--- src/rtl/gs_pkg.sv ---
// Shared types for the GS/loader SDRAM arbiter: FSM states, requester IDs
// and the widths used to pad requester addresses onto the controller bus.
package gs_pkg;

   localparam int LD_AW  = 15;
   localparam int GS_AW  = 21;
   localparam int MEM_AW = 25;
   localparam int DW     = 8;
   localparam int LD_PAD = MEM_AW - LD_AW;
   localparam int GS_PAD = MEM_AW - GS_AW;

   typedef enum logic [1:0] {
      ST_IDLE  = 2'd0,
      ST_ISSUE = 2'd1,
      ST_WAIT  = 2'd2,
      ST_DONE  = 2'd3
   } gs_state_e;

   typedef enum logic [1:0] {
      ID_RFSH = 2'd0,
      ID_LD   = 2'd1,
      ID_GS   = 2'd2
   } gs_req_id_e;

   function automatic logic [MEM_AW-1:0] pad_ld(input logic [LD_AW-1:0] a);
      return {{LD_PAD{1'b0}}, a};
   endfunction

   function automatic logic [MEM_AW-1:0] pad_gs(input logic [GS_AW-1:0] a);
      return {{GS_PAD{1'b0}}, a};
   endfunction

endpackage

--- src/rtl/gs_rfsh_timer.sv ---
// Refresh interval timer: counts 0..RFSH_PERIOD-1 while enabled, pulses
// wrap on the terminal count, and sits at zero whenever disabled.
module gs_rfsh_timer #(
   parameter int RFSH_PERIOD = 512
) (
   input  logic clk_sys,
   input  logic areset_n,
   input  logic enable,
   output logic wrap
);

   localparam int CW = (RFSH_PERIOD > 2) ? $clog2(RFSH_PERIOD) : 1;
   localparam logic [CW-1:0] TC = CW'(RFSH_PERIOD - 1);

   logic [CW-1:0] cnt_q;

   assign wrap = enable && (cnt_q == TC);

   always_ff @(posedge clk_sys or negedge areset_n) begin
      if (!areset_n) begin
         cnt_q <= '0;
      end else if (!enable || wrap) begin
         cnt_q <= '0;
      end else begin
         cnt_q <= cnt_q + 1'b1;
      end
   end

endmodule

--- src/rtl/gs_sdram_arb.sv ---
// Arbitrates refresh, loader writes and GS accesses onto a single SDRAM
// controller command port, one command at a time.
//
// state | meaning
// IDLE  | waiting for a pending request and mem_idle
// ISSUE | one-cycle command pulse on mem_wr/mem_rd/mem_rfsh
// WAIT  | minimum busy time, then wait for mem_idle
// DONE  | completion: ld_ack / gs_din update / gs_wait release
module gs_sdram_arb
   import gs_pkg::*;
#(
   parameter int RFSH_PERIOD = 512,
   parameter int MIN_BUSY    = 2
) (
   input  logic              clk_sys,
   input  logic              areset_n,
   input  logic              ld_act,
   input  logic              ld_req,
   input  logic [LD_AW-1:0]  ld_a,
   input  logic [DW-1:0]     ld_d,
   output logic              ld_ack,
   input  logic              gs_rd_n,
   input  logic              gs_wr_n,
   input  logic [GS_AW-1:0]  gs_a,
   input  logic [DW-1:0]     gs_dout,
   output logic [DW-1:0]     gs_din,
   output logic              gs_wait,
   input  logic              gs_rfsh_n,
   output logic [MEM_AW-1:0] mem_a,
   output logic [DW-1:0]     mem_di,
   output logic              mem_wr,
   output logic              mem_rd,
   output logic              mem_rfsh,
   input  logic [DW-1:0]     mem_do,
   input  logic              mem_idle
);

   localparam int BW = (MIN_BUSY > 2) ? $clog2(MIN_BUSY) : 1;
   localparam logic [BW-1:0] BUSY_LOAD = (MIN_BUSY > 0) ? BW'(MIN_BUSY - 1) : '0;

   gs_state_e   state_q;
   gs_req_id_e  cur_id_q;
   gs_req_id_e  grant_id;
   logic        cur_rd_q;
   logic [BW-1:0] busy_q;

   logic        rd_n_q, wr_n_q, rfsh_n_q;
   logic        rfsh_pend_q, ld_pend_q, gs_pend_q, gs_wr_q;
   logic [LD_AW-1:0] ld_a_q;
   logic [DW-1:0]    ld_d_q, gs_d_q;
   logic [GS_AW-1:0] gs_a_q;

   logic [MEM_AW-1:0] mem_a_q;
   logic [DW-1:0]     mem_di_q, gs_din_q;
   logic              mem_wr_q, mem_rd_q, mem_rfsh_q, ld_ack_q, gs_wait_q;

   logic tmr_wrap, rd_fall, wr_fall, rfsh_fall;
   logic gs_new, rfsh_new, grant, grant_rfsh, grant_ld, grant_gs;
   logic ld_accept, gs_accept;

   gs_rfsh_timer #(.RFSH_PERIOD(RFSH_PERIOD)) u_tmr (
      .clk_sys  (clk_sys),
      .areset_n (areset_n),
      .enable   (ld_act),
      .wrap     (tmr_wrap)
   );

   assign rd_fall   = rd_n_q & ~gs_rd_n;
   assign wr_fall   = wr_n_q & ~gs_wr_n;
   assign rfsh_fall = rfsh_n_q & ~gs_rfsh_n;
   assign gs_new    = ~ld_act & (rd_fall | wr_fall);
   assign rfsh_new  = (~ld_act & rfsh_fall) | tmr_wrap;

   assign grant = (state_q == ST_IDLE) && mem_idle &&
                  (rfsh_pend_q || ld_pend_q || gs_pend_q);

   always_comb begin
      grant_id = ID_GS;
      if (rfsh_pend_q)    grant_id = ID_RFSH;
      else if (ld_pend_q) grant_id = ID_LD;
   end

   assign grant_rfsh = grant && (grant_id == ID_RFSH);
   assign grant_ld   = grant && (grant_id == ID_LD);
   assign grant_gs   = grant && (grant_id == ID_GS);

   // A request landing on its own grant cycle re-arms the flag for later.
   assign ld_accept = ld_req && (!ld_pend_q || grant_ld);
   assign gs_accept = gs_new && (!gs_pend_q || grant_gs);

   always_ff @(posedge clk_sys or negedge areset_n) begin
      if (!areset_n) begin
         rd_n_q      <= 1'b1;
         wr_n_q      <= 1'b1;
         rfsh_n_q    <= 1'b1;
         rfsh_pend_q <= 1'b0;
         ld_pend_q   <= 1'b0;
         gs_pend_q   <= 1'b0;
         gs_wr_q     <= 1'b0;
         ld_a_q      <= '0;
         ld_d_q      <= '0;
         gs_a_q      <= '0;
         gs_d_q      <= '0;
      end else begin
         rd_n_q   <= gs_rd_n;
         wr_n_q   <= gs_wr_n;
         rfsh_n_q <= gs_rfsh_n;

         if (rfsh_new)        rfsh_pend_q <= 1'b1;
         else if (grant_rfsh) rfsh_pend_q <= 1'b0;

         if (ld_accept) begin
            ld_pend_q <= 1'b1;
            ld_a_q    <= ld_a;
            ld_d_q    <= ld_d;
         end else if (grant_ld) begin
            ld_pend_q <= 1'b0;
         end

         if (gs_accept) begin
            gs_pend_q <= 1'b1;
            gs_wr_q   <= wr_fall;
            gs_a_q    <= gs_a;
            gs_d_q    <= gs_dout;
         end else if (grant_gs) begin
            gs_pend_q <= 1'b0;
         end
      end
   end

   always_ff @(posedge clk_sys or negedge areset_n) begin
      if (!areset_n) begin
         state_q    <= ST_IDLE;
         cur_id_q   <= ID_RFSH;
         cur_rd_q   <= 1'b0;
         busy_q     <= '0;
         mem_a_q    <= '0;
         mem_di_q   <= '0;
         mem_wr_q   <= 1'b0;
         mem_rd_q   <= 1'b0;
         mem_rfsh_q <= 1'b0;
         ld_ack_q   <= 1'b0;
         gs_din_q   <= 8'hFF;
         gs_wait_q  <= 1'b0;
      end else begin
         mem_wr_q   <= 1'b0;
         mem_rd_q   <= 1'b0;
         mem_rfsh_q <= 1'b0;
         ld_ack_q   <= 1'b0;

         case (state_q)
            ST_IDLE: begin
               if (grant) begin
                  state_q  <= ST_ISSUE;
                  cur_id_q <= grant_id;
                  cur_rd_q <= 1'b0;
                  case (grant_id)
                     ID_RFSH: begin
                        mem_rfsh_q <= 1'b1;
                        mem_a_q    <= '0;
                        mem_di_q   <= '0;
                     end
                     ID_LD: begin
                        mem_wr_q <= 1'b1;
                        mem_a_q  <= pad_ld(ld_a_q);
                        mem_di_q <= ld_d_q;
                     end
                     default: begin
                        mem_wr_q <= gs_wr_q;
                        mem_rd_q <= ~gs_wr_q;
                        cur_rd_q <= ~gs_wr_q;
                        mem_a_q  <= pad_gs(gs_a_q);
                        mem_di_q <= gs_d_q;
                     end
                  endcase
               end
            end
            ST_ISSUE: begin
               state_q <= ST_WAIT;
               busy_q  <= BUSY_LOAD;
            end
            ST_WAIT: begin
               if (busy_q == '0) begin
                  if (mem_idle) state_q <= ST_DONE;
               end else begin
                  busy_q <= busy_q - 1'b1;
               end
            end
            ST_DONE: begin
               state_q <= ST_IDLE;
               if (cur_id_q == ID_LD) ld_ack_q <= 1'b1;
               if (cur_id_q == ID_GS && cur_rd_q) gs_din_q <= mem_do;
            end
            default: state_q <= ST_IDLE;
         endcase

         if (gs_accept)
            gs_wait_q <= 1'b1;
         else if (state_q == ST_DONE && cur_id_q == ID_GS)
            gs_wait_q <= 1'b0;
      end
   end

   assign mem_a    = mem_a_q;
   assign mem_di   = mem_di_q;
   assign mem_wr   = mem_wr_q;
   assign mem_rd   = mem_rd_q;
   assign mem_rfsh = mem_rfsh_q;
   assign ld_ack   = ld_ack_q;
   assign gs_din   = gs_din_q;
   assign gs_wait  = gs_wait_q;

endmodule
--- config.mk ---
export PLATFORM = sky130hd
export DESIGN_NAME = gs_sdram_arb
export DESIGN_NICKNAME = d
export VERILOG_FILES = /design/src/rtl/gs_pkg.sv /design/src/rtl/gs_rfsh_timer.sv /design/src/rtl/gs_sdram_arb.sv
export SDC_FILE = /design/constraint.sdc
export NUM_CORES = 1
export LEC_CHECK = 0
export BUFFER_PORTS_ARGS = -buffer_cell sky130_fd_sc_hd__clkbuf_2
export CAP_MARGIN = 25
export CORE_MARGIN = 10
export CORE_UTILIZATION = 54
export CTS_BUF_LIST = sky130_fd_sc_hd__clkbuf_2 sky130_fd_sc_hd__clkbuf_4 sky130_fd_sc_hd__clkbuf_8
export DETAILED_ROUTE_END_ITERATION = 6
export GPL_TIMING_DRIVEN = 0
export HOLD_SLACK_MARGIN = 0.05
export PLACE_DENSITY = 0.81
export REMOVE_ABC_BUFFERS = 1
export SLEW_MARGIN = 20
export SYNTH_ARGS = -nofsm -noshare
export SYNTH_HDL_FRONTEND = slang
export SYNTH_SLANG_ARGS = --single-unit
--- constraint.sdc ---
create_clock -name clk_sys -period 2.4 [get_ports clk_sys]
set_input_delay 0 -clock clk_sys [delete_from_list [all_inputs] [get_ports clk_sys]]
set_output_delay 0 -clock clk_sys [all_outputs]
set_load 0.05 [all_outputs]
==> flow_summary.json <==
{
  "status": "complete, no violations",
  "slew_viol_final": 0,
  "clockBufferDepth": 2,
  "starting_density_of_the_core": 0.561,
  "post_drt_via_cell_ratio": 5.39,
  "timing.clock.skew_ns": 0.0127,
  "rsz0062_at_grt": "no",
  "max_freq_ghz": 0.453,
  "yosys_warnings": 0,
  "synthDominantAreaCellType": "dfrtp_1",
  "category_of_the_most_critical_setup_path": "flip-flop to flip-flop",
  "dieWidth_um": 113,
  "htree_num_levels": 4,
  "cts_buffers": 17,
  "area_growth_pct": 39.0,
  "period_utilization": 0.921,
  "placed_cell_area_um2": 5380,
  "final.min_clock_period_ns": 2.21,
  "tritoncts_clock_tree": "built",
  "setup.worst_path.start_class": "flip-flop",
  "synth-seq-area-share": 0.623,
  "vias": 3420,
  "clk_transition_reported_paths_ns": 0.07,
  "dpl_worst_slack_ns": 0.0326,
  "final.setup.worst_slack_ns": 0.190,
  "pin_count": 114,
  "number_of_cell_rows": 33,
  "postSynthRegisterBits": 116,
  "power_density_of_the_placed_cells_nw_per_um2": 1070,
  "initial_antenna_violation_count": 2,
  "synthDominantCellAreaShare": 0.561,
  "grt_max_degree": 62,
  "final_hold_violating_endpoints": 0,
  "power.static_leakage_uw": 0.00323,
  "worst_ir_drop_vdd_mv": 0.821,
  "final_nets": 590,
  "synthesis.instances": 330,
  "die_height_um": 113,
  "max-slew-margin-rel": 0.531,
  "drt_drc_violations_left": 0,
  "cts_root_buffer": "clkbuf_8",
  "globalRouteOverflowTotal": 0,
  "crit_path_max_fanout": 14,
  "die-area_um2": 12800,
  "synth.distinct_cells": 43,
  "first_global_vias": 3744,
  "design_area_um2": 6510,
  "syn_avg_cell_area_um2": 14.2,
  "worst_hold_path_type": "primary input to async pin",
  "dp_hpwl_mm": 7.40,
  "required_time_at_the_worst_slack_endpoint_ns": 2.68,
  "detail_route.wl_per_cell_um": 18.8,
  "drt-pass1-iter-count": 4,
  "timing.final.setup_violations": 0,
  "io_buffers": 109,
  "max-cap-violations": 0,
  "core_area_um2": 8340,
  "ant_nets": 0,
  "route.final.wire_length_mm": 12.0,
  "clk_latency_ns": 0.40,
  "netlist_top_cells_area": "dfrtp_1 (56%), mux2_2 (15%), dfstp_2 (6.2%)",
  "critical_path.endpoint_type": "flip-flop",
  "clock_sinks": 116,
  "place.gp.congestion": 0.698,
  "combined_global_route_utilization_of_all_metal_layers": 0.188,
  "arrival_ns": 2.49,
  "grt_first_pass_wirelength_mm": 19.3,
  "synth.cell_area_um2": 4680,
  "drt-initial-drc-count": 149,
  "tightest_slew_ns": 0.701,
  "layout-drive-gt1-share": 0.430
}
logic make-up after synthesis:
kind of cell / after synthesis / synth area share
buf+inv: 26 / 0.0313
mux: 62 / 0.149
xor+xnor: 3 / 0.00561
other cells: 1 / 0.000801
simple gates: 66 / 0.0815
flops: 116 / 0.623
fa+ha+maj: 6 / 0.0160
compound gates: 50 / 0.0930
sequential cells by signal, indices dropped and copies added, names as in the netlist, 2 cells and up:
register	flops
mem_di	8
ld_d_q	8
gs_d_q	8
gs_din	8
mem_a	21
ld_a_q	15
gs_a_q	21
u_tmr.cnt_q	9
state_q	2
cur_id_q	2
report_power, final:
part / internal (µW) / switching [µW]
combinational: 855 / 1290
clock: 1120 / 743
sequential: 2600 / 371
total: 4570 / 2410
worst max-delay path, cell delays in order (launching register included):
cell       delay, ns
dfrtp_1         0.42
inv_1           0.11
ha_2            0.28
nand4bb_1       0.20
a221oi_4        0.46
buf_6           0.25
mux2_2          0.36
worst paths after layout:
kind                                  from   endpoint  slack (ns)  cells after the start
worst max-delay path            state_q[1]  gs_a_q[4]        0.19                      6
worst min-delay path              areset_n  gs_d_q[2]        0.12                      2
worst max register to register  state_q[1]  gs_a_q[4]        0.19                      6
worst min register to register     gs_wr_q     mem_rd        0.44                      1
max in group asynchronous         areset_n   rfsh_n_q        1.59                      3
min in group clk_sys               gs_wr_n     wr_n_q        0.25                      2
what timing repair did:
action / 4_1_cts / 5_1_grt
setup buffers: 0 / 1
gates resized for setup: 0 / 1
hold buffers: 67 / 0
endpoints found under the setup margin: 0 / 39
hold endpoints to repair: 176 / 0
per-stage QoR:
step                power [µW]  hold WS, ns  setup TNS [ns]  std cells  utilization
floorplan                 4400       -0.296          -21.84        313            -
global placement          4890       0.0992         -149.28        527        0.629
detailed placement        5040     -0.00543               0        533        0.645
CTS                       7000        0.112               0        631        0.775
global route              7320        0.142               0        635        0.781
finish                    6980        0.119               0        635        0.781
layout make-up:
cell class              count  area, µm²
multi-input cells         191       1670
inverters                   6       22.5
clock inverters             9        128
diodes                      2       5.00
flip-flops and latches    116       2920
well taps                 105        131
repair buffers            184       1350
fillers                   493       1830
clock buffers              22        290
metal layers:
metal  GRT usage  up-vias  part of all wire
met4      0.0660        0             0.014
met2       0.320      118              0.52
met1       0.214     1716              0.40
met3      0.0671       13             0.070
met5           0        -                 0
li1            -     1573                 -
Yosys cell counts:
cell type / instances
and2_0: 1
nor2_1: 8
o311ai_1: 1
and3b_1: 1
nand3b_1: 1
conb_1: 1
a22o_1: 6
and3_1: 24
and2_1: 3
nand3_1: 4
a221o_1: 23
or2_2: 1
mux2_2: 61
dfstp_2: 11
nand4bb_1: 1
and4bb_2: 1
buf_6: 3
a2bb2oi_1: 1
xnor2_1: 1
a21o_1: 2
nor2b_1: 1
nand4_1: 1
o32ai_1: 1
a21boi_1: 1
a22oi_1: 1
buf_2: 3
clkbuf_1: 8
a211oi_1: 1
nand2b_1: 4
mux2i_1: 1
or3_1: 3
a221oi_4: 1
o31ai_1: 1
o21ai_0: 6
a21oi_1: 5
nand2_1: 10
inv_1: 6
buf_4: 6
dfrtp_1: 105
ha_1: 6
nand4b_1: 1
xor2_1: 2
or2b_1: 1
placed cells by master, fill, tap and decap left out, types with 3 or more instances in the layout:
master,count
a21oi_1,5
a221o_1,23
a22o_1,6
and2_1,3
and3_1,24
buf_6,4
bufinv_16,3
clkbuf_2,108
clkbuf_8,21
clkinv_2,3
clkinvlp_4,3
conb_1,4
dfrtp_1,105
dfstp_2,11
dlygate4sd3_1,67
ha_1,5
inv_1,6
mux2_2,61
nand2_1,10
nand2b_1,4
nand3_1,4
nor2_1,7
o21ai_0,6
or3_1,3
No activity file was read; power rests on OpenSTA's default activity.
